===== config.mk =====
export PLATFORM = sky130hd
export DESIGN_NAME = multdiv_seq
export DESIGN_NICKNAME = d
export VERILOG_FILES = /design/src/rtl/multdiv_seq.sv
export SDC_FILE = /design/constraint.sdc
export NUM_CORES = 1
export LEC_CHECK = 0
export CAP_MARGIN = 25
export CORE_ASPECT_RATIO = 0.5
export CORE_MARGIN = 2
export CORE_UTILIZATION = 45
export CTS_CLUSTER_SIZE = 28
export DETAILED_ROUTE_END_ITERATION = 12
export HOLD_SLACK_MARGIN = 0.05
export SYNTH_ARGS = -nofsm -noshare
export SYNTH_HDL_FRONTEND = slang
export SYNTH_SLANG_ARGS = --single-unit

===== constraint.sdc =====
create_clock -name clock -period 6.6 [get_ports clock]
set_input_delay 1.32 -clock clock [delete_from_list [all_inputs] [get_ports clock]]
set_output_delay 1.32 -clock clock [all_outputs]
set_load 0.005 [all_outputs]

===== src/rtl/multdiv_seq.sv =====
// Sequential multiply/divide unit: radix-4 Booth multiply, restoring divide.
// Start pulses restart at any time; results land with a one-cycle ready pulse.
module multdiv_seq #(
   parameter int WIDTH = 32
) (
   input  logic             clock,
   input  logic             reset,
   input  logic             ctrl_MULT,
   input  logic             ctrl_DIV,
   input  logic             ctrl_SIGNED,
   input  logic [WIDTH-1:0] data_operandA,
   input  logic [WIDTH-1:0] data_operandB,
   output logic [WIDTH-1:0] data_result,
   output logic [WIDTH-1:0] data_result_hi,
   output logic             data_exception,
   output logic             data_resultRDY,
   output logic             busy
);

   localparam int AW = WIDTH + 4;
   localparam int CW = $clog2(WIDTH + 1);
   localparam logic [CW-1:0] MUL_LAST = CW'(WIDTH / 2);
   localparam logic [CW-1:0] DIV_LAST = CW'(WIDTH);

   typedef enum logic [1:0] {IDLE, MUL, DIV, DONE} state_t;

   state_t            state, state_nx;
   logic [CW-1:0]     cnt;
   logic              sgn, a_top, b_top, qm1;
   logic [WIDTH-1:0]  a_reg, lo, rem, dvs;
   logic signed [AW-1:0] acc;
   logic [WIDTH-1:0]  res_lo, res_hi;
   logic              exc;

   logic              start;
   logic [WIDTH-1:0]  mag_a, mag_b;
   logic signed [AW-1:0] mcand, addend, sum;
   logic [WIDTH-1:0]  prod_hi;
   logic              mul_exc;
   logic [WIDTH:0]    shifted;
   logic              take;
   logic [WIDTH-1:0]  rem_nx, quo, rmd;
   logic              div_zero, div_ovf;

   assign start = ctrl_MULT | ctrl_DIV;

   // Operand magnitudes captured at start for the divide path
   always_comb begin
      mag_a = data_operandA;
      mag_b = data_operandB;
      if (ctrl_SIGNED && data_operandA[WIDTH-1]) mag_a = -data_operandA;
      if (ctrl_SIGNED && data_operandB[WIDTH-1]) mag_b = -data_operandB;
   end

   // Booth digit selection, partial-product add and final correction
   always_comb begin
      mcand  = {{(AW-WIDTH){sgn & a_top}}, a_reg};
      addend = '0;
      case ({lo[1:0], qm1})
         3'b001, 3'b010: addend = mcand;
         3'b011:         addend = mcand <<< 1;
         3'b100:         addend = -(mcand <<< 1);
         3'b101, 3'b110: addend = -mcand;
         default:        addend = '0;
      endcase
      sum = acc + addend;
      // Booth treats B as signed; an unsigned B with its top bit set
      // needs A added back at weight 2^WIDTH.
      prod_hi = acc[WIDTH-1:0] + ((!sgn && b_top) ? a_reg : '0);
      if (sgn) mul_exc = (prod_hi != {WIDTH{lo[WIDTH-1]}});
      else     mul_exc = (prod_hi != '0);
   end

   // Restoring divide step and sign fix-up of the final magnitudes
   always_comb begin
      shifted  = {rem, lo[WIDTH-1]};
      take     = (shifted >= {1'b0, dvs});
      rem_nx   = take ? (shifted[WIDTH-1:0] - dvs) : shifted[WIDTH-1:0];
      quo      = (sgn && (a_top ^ b_top)) ? -lo : lo;
      rmd      = (sgn && a_top) ? -rem : rem;
      div_zero = (dvs == '0);
      div_ovf  = sgn && a_top && (a_reg[WIDTH-2:0] == '0)
                 && b_top && (dvs == WIDTH'(1));
   end

   // State register
   always_ff @(posedge clock) begin
      if (reset) state <= IDLE;
      else       state <= state_nx;
   end

   // Next state: a start always wins, multiply before divide
   always_comb begin
      state_nx = state;
      if (ctrl_MULT)     state_nx = MUL;
      else if (ctrl_DIV) state_nx = DIV;
      else begin
         unique case (state)
            IDLE: state_nx = IDLE;
            MUL:  if (cnt == MUL_LAST) state_nx = DONE;
            DIV:  if (div_zero || cnt == DIV_LAST) state_nx = DONE;
            DONE: state_nx = IDLE;
         endcase
      end
   end

   // Status outputs decoded from state
   always_comb begin
      busy           = (state == MUL) || (state == DIV);
      data_resultRDY = (state == DONE);
   end

   // Datapath: latch on start, iterate, then register the results
   always_ff @(posedge clock) begin
      if (reset) begin
         cnt <= '0; sgn <= 1'b0; a_top <= 1'b0; b_top <= 1'b0;
         qm1 <= 1'b0; a_reg <= '0; lo <= '0; rem <= '0; dvs <= '0;
         acc <= '0; res_lo <= '0; res_hi <= '0; exc <= 1'b0;
      end else if (start) begin
         cnt   <= '0;
         sgn   <= ctrl_SIGNED;
         a_top <= data_operandA[WIDTH-1];
         b_top <= data_operandB[WIDTH-1];
         a_reg <= data_operandA;
         acc   <= '0;
         qm1   <= 1'b0;
         rem   <= '0;
         dvs   <= mag_b;
         lo    <= ctrl_MULT ? data_operandB : mag_a;
      end else begin
         case (state)
            MUL: begin
               if (cnt != MUL_LAST) begin
                  acc <= sum >>> 2;
                  lo  <= {sum[1:0], lo[WIDTH-1:2]};
                  qm1 <= lo[1];
                  cnt <= cnt + CW'(1);
               end else begin
                  res_lo <= lo;
                  res_hi <= prod_hi;
                  exc    <= mul_exc;
               end
            end
            DIV: begin
               if (div_zero) begin
                  res_lo <= '0;
                  res_hi <= a_reg;
                  exc    <= 1'b1;
               end else if (cnt != DIV_LAST) begin
                  rem <= rem_nx;
                  lo  <= {lo[WIDTH-2:0], take};
                  cnt <= cnt + CW'(1);
               end else begin
                  res_lo <= quo;
                  res_hi <= rmd;
                  exc    <= div_ovf;
               end
            end
            default: ;
         endcase
      end
   end

   assign data_result    = res_lo;
   assign data_result_hi = res_hi;
   assign data_exception = exc;

endmodule


=== Word level (Yosys, flattened, before mapping) ===
Index checks and enable logic that the tools add are counted.
W data, S select, Z words.

* Add/subtract/negate cells: 10
* $mul: 0
* Divide/modulo/power cells: 0
* Order comparisons: 1
* Equality and inequality tests: 27
* Shifts and indexed selects: 0
* Mux-type cells: 35
* Bitwise logic cells: 5
* Reduce and logical (&&, ||, !) cells: 29

{| class="wikitable"
|+ Operator list
! kind !! number
|-
| $mux W32 || 17
|-
| $pmux W32 S2 || 3
|-
| $pmux W36 S4 || 1
|-
| $neg A32 Y32 || 4
|-
| $add A34 B36 Y36 || 1
|-
| $neg A33 Y36 || 1
|-
| $neg A34 Y36 || 1
|-
| $ge A33 B32 Y1 || 1
|-
| $add A32 B32 Y32 || 1
|-
| $eq A32 B1 Y1 const B || 1
|-
| $logic_not A32 Y1 || 1
|-
| $ne A32 B32 Y1 || 1
|-
| $reduce_bool A32 Y1 || 1
|-
| $sub A32 B32 Y32 || 1
|-
| $logic_not A31 Y1 || 1
|-
| $mux W6 || 3
|-
| $ne A3 B3 Y1 const B || 4
|-
| $pmux W6 S2 || 1
|-
| $reduce_and A4 Y1 || 3
|-
| $reduce_or A2 Y1 || 5
|-
| $eq A3 B3 Y1 const B || 3
|-
| $logic_and A1 B1 Y1 || 8
|-
| $ne A4 B4 Y1 const B || 2
|-
| $add A6 B1 Y6 const B || 1
|-
| other kinds (26) || 41
|}

* Flip-flop bits (word level): 239
* Bits in latches: 0
* RAM bits: 0
* Memory bits (read-only): 0
* Input port bits: 69
* Logic and storage cells: 122
* Memories: 0

=== Depth between registers and ports, before layout ===
* Depth in word-level cells: 8
* Depth in mapped cells: 23
* Gate-level depth less buffers: 22

=== Least setup slack after synthesis ===
OpenSTA, ideal clock, no wires.

* Kind: register to register
* Start: reg a_reg[1]
* End: reg acc[33]
* Arrival time: 4929 ps
* Setup slack: 1601 ps
* Stages on the path, launching flop included: 24
* Path buffers: 1
* Cells stage by stage: dfxtp_1 > buf_4 > inv_1 > ha_1 > or4b_4 > or4_1 > nor3_1 > nand2_1 > nand2_1 > xnor2_1 > a21oi_1 > nor2_1 > a221o_1 > ha_1 > and4_1 > nand3_1 > nor4_1 > o2111ai_1 > and3_1 > o211ai_1 > a41oi_1 > xor2_1 > or3_1 > a21oi_1

* Longest elaborated chain between the ends: 3

{| class="wikitable"
|+ RTL lines
! what !! RTL line !! text
|-
| start, declared || 30 || <nowiki>logic [WIDTH-1:0] a_reg, lo, rem, dvs;</nowiki>
|-
| start signal, assigned || 124 || <nowiki>a_reg <= data_operandA;</nowiki>
|-
| $neg A34 Y36 or $neg A33 Y36 (tied branches) || 62, 63 ||
|-
| $pmux W36 S4 * || 59 || <nowiki>case ({lo[1:0], qm1})</nowiki>
|-
| $add A34 B36 Y36 * || 66 || <nowiki>sum = acc + addend;</nowiki>
|-
| end signal, assigned || 134 || <nowiki>acc <= sum >>> 2;</nowiki>
|-
| end, declared || 31 || <nowiki>logic signed [AW-1:0] acc;</nowiki>
|}

Every way passes the cells marked *; elsewhere a longest branch is shown, timed or not.
A chain may end at the register's enable or synchronous reset.

=== Worst setup path in the final report ===
Ends and elaborated chain as after synthesis.

==> summary.md <==
| Metric | Value |
|---|---|
| Actual slew at the worst max-slew pin | 1.02 ns |
| Sequential area share after synthesis | about 23% |
| All-Layer GR Usage | 34.3% |
| H-tree depth | 1 |
| Yosys reg bits | 238 |
| Fin. Hold Viols | 0 |
| 1st-iter DRT viols | about 2500 |
| Cell variety after synth | 85 |
| Vias/cell | 6.29 |
| Min-delay worst type | flop to flop |
| Initial antenna violation count | 2 |
| Die area | just under 0.05 mm^2 |
| Die Width | 309 um |
| Req. time, crit path | approximately 7.1 ns |
| Total CTS buffers | 26 |
| Row Count | 55 |
| # DRC | 0 |
| Wire length of the first global-routing pass | 127 mm |
| Asr flop ratio synth | 0% |
| Status | finished clean |
| Synth Flop Type | dfxtp_1 |
| Largest register FFs | 34 |
| RSZ-0062 raised after global routing | no |
| Port bufs | 135 |
| Buffer count from post-CTS setup fixing | 0 |
| Number of global-route vias before repair | 20076 |
| Hold_buf cts | 0 |
| Pleak | 0.00913 uW |
| Clk_lat worst skew | 0.60 ns |
| CTS sink count | 238 |
| Syn Std Cell Area | 0.0209 mm^2 |
| Min Tclk post-route | 5.74 ns |
| Initial Utilization | 45.9% |
| Most frequent cells in the layout | nand2_1, a21oi_1, nor2_1 |
| Root buf cell | clkbuf_16 |
| Clk pin slew, worst setup/hold paths | roughly 0.07 ns |
| Area delta synth->final | 12.4% |
| Routability cong. | between 0.9 and 1 |
| Largest net degree at the start of global routing | 88 |
| Vias | 22511 |
| Kind of critical path | flop to flop |
| Maximum buffer depth of the clock tree | 3 |
| Fmax | around 0.17 GHz |
| Synth Area per Inst | about 7.1 um^2 |
| CP Capture Type | flop |
| Remaining global-route overflow | 0 |
| Final period util | between 80 and 90% |
| Area leader, netlist | dfxtp_1 |
| DP Wirelength | 64.1 mm |
| Core area | 0.0456 mm^2 |
| Peak supply drop | 0.154 mV |
| Setup TNS | 0 ns |
| Reg-to-reg slack, setup | 0.86 ns |
| Layout cells sized above 1 | 4.57% |
| Most flop-heavy register | acc |
| Final Max Slew Viols | 0 |
| Synth warn | 0 |
| # resized after CTS | 0 |
| Nets | 3111 |
| TritonRoute pass-1 iters | 5 |
| Post-synth top area share | a little under a quarter |
| Startpoint types | flop |
| Max_cap viols | 0 |
| Ports | roughly 140 |
| Max-slew headroom | a little under a third |
| Worst-path fanout max | 9 |
| Syn Nets | 3124 |
| CTS tree | done |
| Setup-failing EPs final | 0 |
| P per Cell Area | 187 mW/mm^2 |
| DRT antenna net count | 0 |
| Die height | 156 um |
| DR WL/cell | 23.6 um |
| Cell Count, Final, Fillers Out | roughly 3600 |
| Post-synth EDFFs | 0 |
| Synthesized instance count | about 2900 |
| Drt total wl | 84.6 mm |
| DP Cell Count | 3529 |
| Synth area leaders | dfxtp_1, nand2_1, ha_1 |
| Commonest non-fill, non-tap cell in the layout | nand2_1 |
| Clk_skew | 0.0255 ns |
| Worst EP arrival | 6.26 ns |
[layer usage]
| layer | vias up | wire length, um | global-route usage [%] |
|---|---|---|---|
| met4 | 0 | 2620 | 9.75 |
| met3 | 137 | 7920 | 6.11 |
| li1 | 10673 | - | - |
| met1 | 10671 | 39300 | 50.1 |
| met5 | - | 0 | 0 |
| met2 | 1030 | 34800 | 51.3 |
[through the flow]
| stage | hold WS, ns | util (%) | power (uW) | cell area (um^2) | setup slack [ns] |
|---|---|---|---|---|---|
| floorplan | 0.432 | - | 2300 | 20900 | 1.60 |
| global placement | 0.444 | 49.5 | 2700 | 22500 | 1.03 |
| detailed placement | 0.449 | 49.5 | 2700 | 22500 | 0.991 |
| CTS | 0.458 | 51.6 | 4380 | 23500 | 0.955 |
| global route | 0.477 | 51.6 | 4560 | 23500 | 0.487 |
| finish | 0.456 | 51.6 | 4390 | 23500 | 0.857 |
[critical path, stage by stage, from the launching register on]
cell and delay, ns:
dfxtp_1 0.40, inv_1 0.09, ha_1 0.22, or4b_4 0.53, or4_1 0.60, nor3_1 0.42
nand2_1 0.17, nand2_1 0.11, xnor2_1 0.09, a21oi_1 0.15, nor2_1 0.05, a221o_1 0.28
ha_1 0.36, and4_1 0.25, nand3_1 0.12, nor4_1 0.20, o2111ai_1 0.17, and3_1 0.30
o211ai_1 0.29, a41oi_1 0.18, xor2_1 0.18, or3_1 0.31, a21oi_1 0.14
[kinds of logic (layout without fill, tap and decap cells)]
group,after synthesis,in the layout,synth area share [%]
compound gates,905,905,28.4
xor+xnor,201,201,8.42
fa+ha+maj,111,111,6.75
buf+inv,301,308,5.58
flops,238,238,22.8
mux,46,46,2.21
other cells,0,1,0
simple gates,1142,1142,25.9
[synthesized netlist by cell type (all sizes together) (64+ instances only)]
| library cell | count |
|---|---|
| a211oi | 106 |
| a21oi | 259 |
| clkbuf | 194 |
| dfxtp | 238 |
| ha | 108 |
| inv | 83 |
| nand2 | 419 |
| nand3 | 64 |
| nor2 | 253 |
| nor3 | 108 |
| o21ai | 178 |
| xnor2 | 104 |
| xor2 | 97 |
[worst paths after layout]
path / start / to / depth (start not counted)
max: a_reg[1]$_SDFFE_PP0N_ / acc[33]$_SDFFE_PP0P_ / 22
min: data_result_hi[22]$_SDFFE_PP0P_ / data_result_hi[22]$_SDFFE_PP0P_ / 2
max reg2reg: a_reg[1]$_SDFFE_PP0N_ / acc[33]$_SDFFE_PP0P_ / 22
min reg2reg: data_result_hi[22]$_SDFFE_PP0P_ / data_result_hi[22]$_SDFFE_PP0P_ / 2
[power breakdown]
| part | internal (uW) | switching [uW] | total, uW |
|---|---|---|---|
| clock | 968 | 722 | 1690 |
| sequential | 1510 | 136 | 1640 |
| combinational | 406 | 658 | 1060 |
[cell type report]
type	count	area, um^2
clock inverters	14	244
clock buffers	34	711
well taps	627	785
flip-flops and latches	238	4770
diodes	1	2.50
inverters	83	312
fillers	4683	22000
multi-input cells	2405	15000
repair buffers	177	1660
Note: power is estimated with default switching activity, not from simulation.
